`src/rtl/rx_edge_slicer.sv`:
```
// Receive-path edge slicer: removes DC with a tracking average, slices with
// hysteresis and reports each level transition with polarity and interval.
module rx_edge_slicer #(
    parameter int DATA_W    = 12,
    parameter int AVG_SHIFT = 6,
    parameter int HYST      = 32,
    parameter int SETTLE_N  = 16,
    parameter int CNT_W     = 10,
    parameter int TIMEOUT   = 1023
) (
    input  logic              clk_i,
    input  logic              rst_n,
    input  logic              rx_enable_i,
    input  logic              sample_en_i,
    input  logic [DATA_W-1:0] data_i,
    output logic              level_o,
    output logic              edge_o,
    output logic              edge_pol_o,
    output logic [CNT_W-1:0]  interval_o,
    output logic              timeout_o,
    output logic [DATA_W-1:0] dc_o,
    output logic              settled_o
);

    localparam int ACC_W = DATA_W + AVG_SHIFT + 1;
    localparam int SC_W  = $clog2(SETTLE_N + 1);

    localparam logic [CNT_W:0]             TMO         = (CNT_W + 1)'(TIMEOUT);
    localparam logic [SC_W-1:0]            SETTLE_LAST = SC_W'(SETTLE_N);
    localparam logic [SC_W-1:0]            SC_ONE      = SC_W'(1);
    localparam logic signed [DATA_W:0]     HYST_POS    = (DATA_W + 1)'(HYST);
    localparam logic signed [DATA_W:0]     HYST_NEG    = (DATA_W + 1)'(-HYST);

    typedef enum logic [1:0] {
        ST_IDLE   = 2'd0,
        ST_PRIME  = 2'd1,
        ST_SETTLE = 2'd2,
        ST_TRACK  = 2'd3
    } state_t;

    state_t                    state_q, state_d;
    logic signed [ACC_W-1:0]   acc_q, acc_d;
    logic signed [DATA_W-1:0]  dc_q, dc_d;
    logic                      level_q, level_d;
    logic                      edge_q, edge_d;
    logic                      pol_q, pol_d;
    logic [CNT_W-1:0]          interval_q, interval_d;
    logic                      timeout_q, timeout_d;
    logic                      settled_q, settled_d;
    logic [CNT_W-1:0]          cnt_q, cnt_d;
    logic [SC_W-1:0]           settle_cnt_q, settle_cnt_d;

    logic signed [ACC_W-1:0]   data_ext_s;
    logic signed [ACC_W-1:0]   acc_prime_s;
    logic signed [ACC_W-1:0]   acc_upd_s;
    logic signed [DATA_W:0]    diff_s;
    logic                      slice_s;
    logic [CNT_W:0]            cnt_inc_s;
    logic [CNT_W-1:0]          cnt_sat_s;

    // Hysteresis slicer: only a clear excursion beyond the band moves the level.
    function automatic logic slice_level(input logic signed [DATA_W:0] diff,
                                         input logic                   cur);
        if (diff > HYST_POS) begin
            return 1'b1;
        end else if (diff < HYST_NEG) begin
            return 1'b0;
        end else begin
            return cur;
        end
    endfunction

    function automatic logic [CNT_W-1:0] sat_count(input logic [CNT_W:0] inc);
        if (inc >= TMO) begin
            return TMO[CNT_W-1:0];
        end else begin
            return inc[CNT_W-1:0];
        end
    endfunction

    // Datapath: tracker update, slicer difference and interval increment.
    always_comb begin
        data_ext_s  = {{(ACC_W - DATA_W){data_i[DATA_W-1]}}, data_i};
        acc_prime_s = data_ext_s <<< AVG_SHIFT;
        acc_upd_s   = acc_q + data_ext_s - (acc_q >>> AVG_SHIFT);
        diff_s      = $signed({data_i[DATA_W-1], data_i}) - $signed({dc_q[DATA_W-1], dc_q});
        slice_s     = slice_level(diff_s, level_q);
        cnt_inc_s   = {1'b0, cnt_q} + (CNT_W + 1)'(1);
        cnt_sat_s   = sat_count(cnt_inc_s);
    end

    // Next-state logic for the FSM and every registered output.
    always_comb begin
        state_d      = state_q;
        acc_d        = acc_q;
        level_d      = level_q;
        edge_d       = 1'b0;
        pol_d        = pol_q;
        interval_d   = interval_q;
        timeout_d    = 1'b0;
        cnt_d        = cnt_q;
        settle_cnt_d = settle_cnt_q;

        if (!rx_enable_i) begin
            state_d      = ST_IDLE;
            acc_d        = '0;
            level_d      = 1'b0;
            pol_d        = 1'b0;
            interval_d   = '0;
            cnt_d        = '0;
            settle_cnt_d = '0;
        end else begin
            case (state_q)
                ST_IDLE: begin
                    state_d = ST_PRIME;
                end
                // The level holds on the priming sample: there is no DC estimate yet.
                ST_PRIME: begin
                    if (sample_en_i) begin
                        acc_d        = acc_prime_s;
                        settle_cnt_d = SC_ONE;
                        if (SC_ONE >= SETTLE_LAST) begin
                            state_d = ST_TRACK;
                            cnt_d   = '0;
                        end else begin
                            state_d = ST_SETTLE;
                        end
                    end else begin
                        state_d = ST_PRIME;
                    end
                end
                ST_SETTLE: begin
                    if (sample_en_i) begin
                        acc_d        = acc_upd_s;
                        level_d      = slice_s;
                        settle_cnt_d = settle_cnt_q + SC_ONE;
                        if ((settle_cnt_q + SC_ONE) == SETTLE_LAST) begin
                            state_d = ST_TRACK;
                            cnt_d   = '0;
                        end else begin
                            state_d = ST_SETTLE;
                        end
                    end else begin
                        state_d = ST_SETTLE;
                    end
                end
                ST_TRACK: begin
                    if (sample_en_i) begin
                        acc_d   = acc_upd_s;
                        level_d = slice_s;
                        if (slice_s != level_q) begin
                            edge_d     = 1'b1;
                            pol_d      = slice_s;
                            interval_d = cnt_sat_s;
                            cnt_d      = '0;
                        end else begin
                            cnt_d     = cnt_sat_s;
                            timeout_d = (cnt_inc_s == TMO);
                        end
                    end else begin
                        state_d = ST_TRACK;
                    end
                end
                default: begin
                    state_d = ST_IDLE;
                end
            endcase
        end

        // Arithmetic shift then truncate is just a bit slice of the accumulator.
        dc_d      = acc_d[AVG_SHIFT +: DATA_W];
        settled_d = (state_d == ST_TRACK);
    end

    // State and output registers.
    always_ff @(posedge clk_i or negedge rst_n) begin
        if (!rst_n) begin
            state_q      <= ST_IDLE;
            acc_q        <= '0;
            dc_q         <= '0;
            level_q      <= 1'b0;
            edge_q       <= 1'b0;
            pol_q        <= 1'b0;
            interval_q   <= '0;
            timeout_q    <= 1'b0;
            settled_q    <= 1'b0;
            cnt_q        <= '0;
            settle_cnt_q <= '0;
        end else begin
            state_q      <= state_d;
            acc_q        <= acc_d;
            dc_q         <= dc_d;
            level_q      <= level_d;
            edge_q       <= edge_d;
            pol_q        <= pol_d;
            interval_q   <= interval_d;
            timeout_q    <= timeout_d;
            settled_q    <= settled_d;
            cnt_q        <= cnt_d;
            settle_cnt_q <= settle_cnt_d;
        end
    end

    assign level_o    = level_q;
    assign edge_o     = edge_q;
    assign edge_pol_o = pol_q;
    assign interval_o = interval_q;
    assign timeout_o  = timeout_q;
    assign dc_o       = dc_q;
    assign settled_o  = settled_q;

endmodule
```
`config.mk`:
```
export PLATFORM = sky130hd
export DESIGN_NAME = rx_edge_slicer
export DESIGN_NICKNAME = d
export VERILOG_FILES = /design/src/rtl/rx_edge_slicer.sv
export SDC_FILE = /design/constraint.sdc
export NUM_CORES = 1
export LEC_CHECK = 0
export CORE_ASPECT_RATIO = 1.75
export CORE_UTILIZATION = 64
export DETAILED_ROUTE_END_ITERATION = 10
export GPL_TIMING_DRIVEN = 0
export PLACE_DENSITY_LB_ADDON = 0.05
export SYNTH_ARGS = -nofsm -noshare
export SYNTH_HDL_FRONTEND = slang
export SYNTH_SLANG_ARGS = --single-unit
```
`constraint.sdc`:
```
create_clock -name clk_i -period 6.11 [get_ports clk_i]
set_input_delay 0.611 -clock clk_i [delete_from_list [all_inputs] [get_ports clk_i]]
set_output_delay 0.611 -clock clk_i [all_outputs]
set_load 0.05 [all_outputs]
```
==> summary by stage <==
Status
The flow ran to the end, and the final reports show no timing, DRC or antenna violations.

GRT
The first global-routing pass estimated 19300 um of wire. The number of global-route vias before repair came to approximately 4200. The aggregate global routing overflow is 0. The initial antenna violation count was 0.

The maximum number of pins on one net before global-route repair is 36. The total global routing track utilization is around a third.

Floorplan
From left edge to right edge, the die measures around 67 um. For this configuration, the core starts out at a cell density of 65.8%. The die outline height is 115 um. The total area inside the core boundary comes to just over 7000 um^2. The total die area is 7690 um^2.

The floorplan has 41 rows. The total I/O pin count is 43.

Timing
Setup violations remaining at the end of the flow were counted as 0. At the pin with the least slew margin, the transition time is about 0.85 ns. Derived from the worst setup path, the maximum achievable clock frequency is 220 MHz.

Setup repair after global routing left no endpoint under its margin. After layout, the minimum clock period comes to 4.54 ns. Dividing the final minimum period by the clock period gives roughly 74%. The setup total negative slack is 0 ns. Measured against its own limit, the worst slew margin works out to a little over two fifths. The worst hold slack across all endpoints is around 0.24 ns. The number of hold-slack violations in the final timing report is 0. The number of max-slew violations in the final report is 0. The worst clock skew is 0.00663 ns. The worst setup slack after layout is 1.57 ns.

Logic synthesis
In the synthesized netlist the dominant register cell turns out to be sky130_fd_sc_hd__dfrtp_1. The synthesized netlist contains 59 unique library cells. Synthesis inferred 51 register bits. After synthesis, the largest area contributor takes up 27.2% of total cell area. Counting flops with an async set or reset pin after synthesis yields a share of 100%. The largest total area in the synthesized netlist belongs to sky130_fd_sc_hd__dfrtp_1. After synthesis, the cell types taking the most area are sky130_fd_sc_hd__dfrtp_1 27%, sky130_fd_sc_hd__ha_1 9.3%, sky130_fd_sc_hd__fa_1 8.1%.

The share of the yosys chip area belonging to registers is 27.2%. The average instance area after synthesis is approximately 8.4 um^2. The number of nets handed over by synthesis was 631.

The number of instances in the synthesized netlist is ~560. The yosys synthesis warning count is 0. In this run the cell area of the synthesized design comes to ~4700 um^2.

The synthesized design contains 0 enable-type register cells.

Pwr
After layout, the design draws a total of around 1.4 mW. Summed over all cells, the static leakage comes to 2.39 nW. The total power density per cell area is between 200 and 300 nW/um^2.

Across the VDD grid, the largest voltage drop is between 0.15 and 0.2 mV.

Cells and area
In the final layout, flip-flops and latches occupy about 1300 um^2. The fill cell instance count of the final layout is 548. The area growth from synthesis to layout is 14.8%. In the final layout, the multi-input gates occupy approximately 3000 um^2. The number of antenna repair diodes is 0. The net count of the finished layout is roughly 700. The proportion of layout cells with a drive suffix above 1 is 6.86%.

Worst setup path
The element type at the critical path start is a primary input. Tracing the worst setup path back leads to its startpoint at data_i[1]. In this run the worst path has a maximum fanout of 4. At the worst endpoint, the arrival time is roughly 4.7 ns. Measured in cells, the most critical reg-to-reg path has a length of 12.

The worst flop-to-flop path endpoint is acc_q[13]. Counting both buffers and inverters, the worst setup path holds a total of 3. The largest individual stage delay along the critical path comes from the cell sky130_fd_sc_hd__a2111oi_0.

The worst register-to-register path has a setup slack of approximately 2.1 ns. On the worst path, the slowest cell contributes a delay of around 0.67 ns. The startpoint identified for the worst register-to-register timing path is acc_q[7]. By startpoint and endpoint, the worst setup path is classified as in -> reg. The kind of end point of the critical path is a flip-flop.

At the worst endpoint, the required time is about 6.3 ns. The cell family contributing the most delay on the critical path is compound AO/OA/AOI/OAI gates. Traced cell by cell, the critical path runs through clkdlybuf4s50_1 > inv_1 > fa_1 > inv_1 > ha_1 > a21o_1 > a21oi_1 > o21bai_1 > a2111oi_0 > o31a_1 > o21ai_0 > xnor2_1 > nor2_1 > a2111oi_0.

Clock network
The later pin in the worst-skew pair is clocked with a latency of 0.30 ns. The number of buffers added by the clock tree synthesis step is 5. After clock tree synthesis, the clock-pin slew on the worst setup and hold paths is approximately 0.080 ns. TritonCTS built the clock tree. The total number of H-tree levels is 2.

The total number of clock tree sinks is 51. The post-CTS setup buffer count is 0. The hold buffer count at CTS is 0. The clock tree buffer depth is 2.

The cell sitting at the root of the clock tree is a sky130_fd_sc_hd__clkbuf_16. The number of gates resized after CTS was 0.

Placement
The number of port buffers is about 40. After legalization and detailed placement, the total HPWL measured between 9000 and 10000 um. The setup slack at placement is between 1 and 1.5 ns. The final weighted congestion in routability-driven placement is 0.878.

Drt
Dividing the detail-routed wire length by the instance count gives 17.1 um. In the routed layout, each cell is associated on average with a via count of between 6 and 7. The routed layout has about 4200 vias. The number of nets with antenna violations after routing is 0. The DRC violation total after the first TritonRoute iteration is around 230. For this block, the routed nets add up to 11900 um of wire. For this run, design rule violations remaining after detail routing come to 0. The number of iterations in the first detailed-routing pass is 6.

Hold path
The class of the tightest hold or removal check is in -> async.

Job
Max-cap violations in this run came to 0.
[cells in the mapped netlist (4+ instances only)]
library cell,number
sky130_fd_sc_hd__nand2_1,46
sky130_fd_sc_hd__nor3_1,20
sky130_fd_sc_hd__o21ai_0,39
sky130_fd_sc_hd__a21o_1,5
sky130_fd_sc_hd__a311oi_1,8
sky130_fd_sc_hd__nand4_1,10
sky130_fd_sc_hd__nor2_1,30
sky130_fd_sc_hd__a31oi_1,7
sky130_fd_sc_hd__a21oi_1,32
sky130_fd_sc_hd__xnor2_1,22
sky130_fd_sc_hd__inv_1,74
sky130_fd_sc_hd__xor2_1,13
sky130_fd_sc_hd__nor3b_1,4
sky130_fd_sc_hd__fa_1,19
sky130_fd_sc_hd__clkbuf_1,14
sky130_fd_sc_hd__nand2b_1,6
sky130_fd_sc_hd__nor2b_1,4
sky130_fd_sc_hd__o211ai_1,9
sky130_fd_sc_hd__nand3_1,17
sky130_fd_sc_hd__buf_4,13
sky130_fd_sc_hd__and3_1,8
sky130_fd_sc_hd__a22oi_1,9
sky130_fd_sc_hd__mux2i_1,5
sky130_fd_sc_hd__dfrtp_1,51
sky130_fd_sc_hd__ha_1,35
sky130_fd_sc_hd__or2_2,5
sky130_fd_sc_hd__o21a_1,6
[power breakdown]
part           leakage [nW]  internal (mW)  total, mW  switching, mW
clock network        0.0723          0.157      0.303          0.146
logic                  1.61          0.287      0.707          0.419
registers             0.701          0.355      0.379         0.0240
total                  2.39          0.799       1.39          0.589
[per-layer routing]
metal	wire (um)	part of all wire [%]	global-route usage [%]	up-vias
met1	4380	37	33.9	2026
met2	6530	55	63.7	122
met4	639	5.4	19.1	0
met3	396	3.3	3.87	44
li1	-	-	-	2046
met5	0	0	0	-
[worst max-delay path by stage]
| stage | end | cells past startpoint |
|---|---|---|
| floorplan | acc_q[13] | 13 |
| global placement | acc_q[13] | 14 |
| detailed placement | acc_q[13] | 14 |
| CTS | acc_q[13] | 14 |
| global route | acc_q[13] | 14 |
| finish | acc_q[13] | 14 |
[area by class of cell]
type                       count  area share [%]
clock inverter                 3           0.511
timing repair buffer          43            8.04
tap                           86            2.00
sequential                    51            23.7
clock buffer                   5            2.32
inverter                      75            5.23
buffer                        33            3.39
multi-input combinational    402            54.8
[layout by cell type, fill, tap and decap left out, types with 5 or more instances in the layout]
master / count
sky130_fd_sc_hd__inv_1: 74
sky130_fd_sc_hd__dfrtp_1: 51
sky130_fd_sc_hd__nand2_1: 46
sky130_fd_sc_hd__clkdlybuf4s50_1: 40
sky130_fd_sc_hd__o21ai_0: 39
sky130_fd_sc_hd__ha_1: 35
sky130_fd_sc_hd__a21oi_1: 32
sky130_fd_sc_hd__nor2_1: 30
sky130_fd_sc_hd__xnor2_1: 22
sky130_fd_sc_hd__nor3_1: 20
sky130_fd_sc_hd__fa_1: 19
sky130_fd_sc_hd__nand3_1: 17
sky130_fd_sc_hd__clkbuf_1: 14
sky130_fd_sc_hd__buf_4: 14
sky130_fd_sc_hd__xor2_1: 13
sky130_fd_sc_hd__nand4_1: 10
sky130_fd_sc_hd__o211ai_1: 9
sky130_fd_sc_hd__a22oi_1: 9
sky130_fd_sc_hd__and3_1: 8
sky130_fd_sc_hd__a311oi_1: 8
sky130_fd_sc_hd__a31oi_1: 7
sky130_fd_sc_hd__o21a_1: 6
sky130_fd_sc_hd__nand2b_1: 6
sky130_fd_sc_hd__mux2i_1: 5
sky130_fd_sc_hd__or2_2: 5
sky130_fd_sc_hd__a21o_1: 5
sky130_fd_sc_hd__clkbuf_16: 5
[registers in the layout (all words and copies together) (netlist names)]
register	count
cnt_q	10
edge_pol_o	1
acc_q	19
level_o	1
state_q	2
timeout_o	1
settle_cnt_q	5
settled_o	1
interval_o	10
edge_o	1
[through the flow]
step | std cells | instance area, um^2 | utilization [%]
after floorplan | 561 | 4690 | -
after global placement | 688 | 5210 | 73.1
after detailed placement | 690 | 5240 | 73.4
after CTS | 698 | 5390 | 75.6
after global routing | 698 | 5390 | 75.6
final | 698 | 5390 | 75.6
[kinds of logic after synthesis]
kind of cell	Yosys count	synth area share (%)
xor gates and xnor gates	35	6.53
buffers and inverters	108	9.89
adders and majority gates	54	17.4
and+or+nand+nor	157	16.1
DFF	51	27.2
muxes	5	1.07
AOI/OAI and AO/OA	151	21.8
Note: power is estimated with default switching activity, not from simulation.
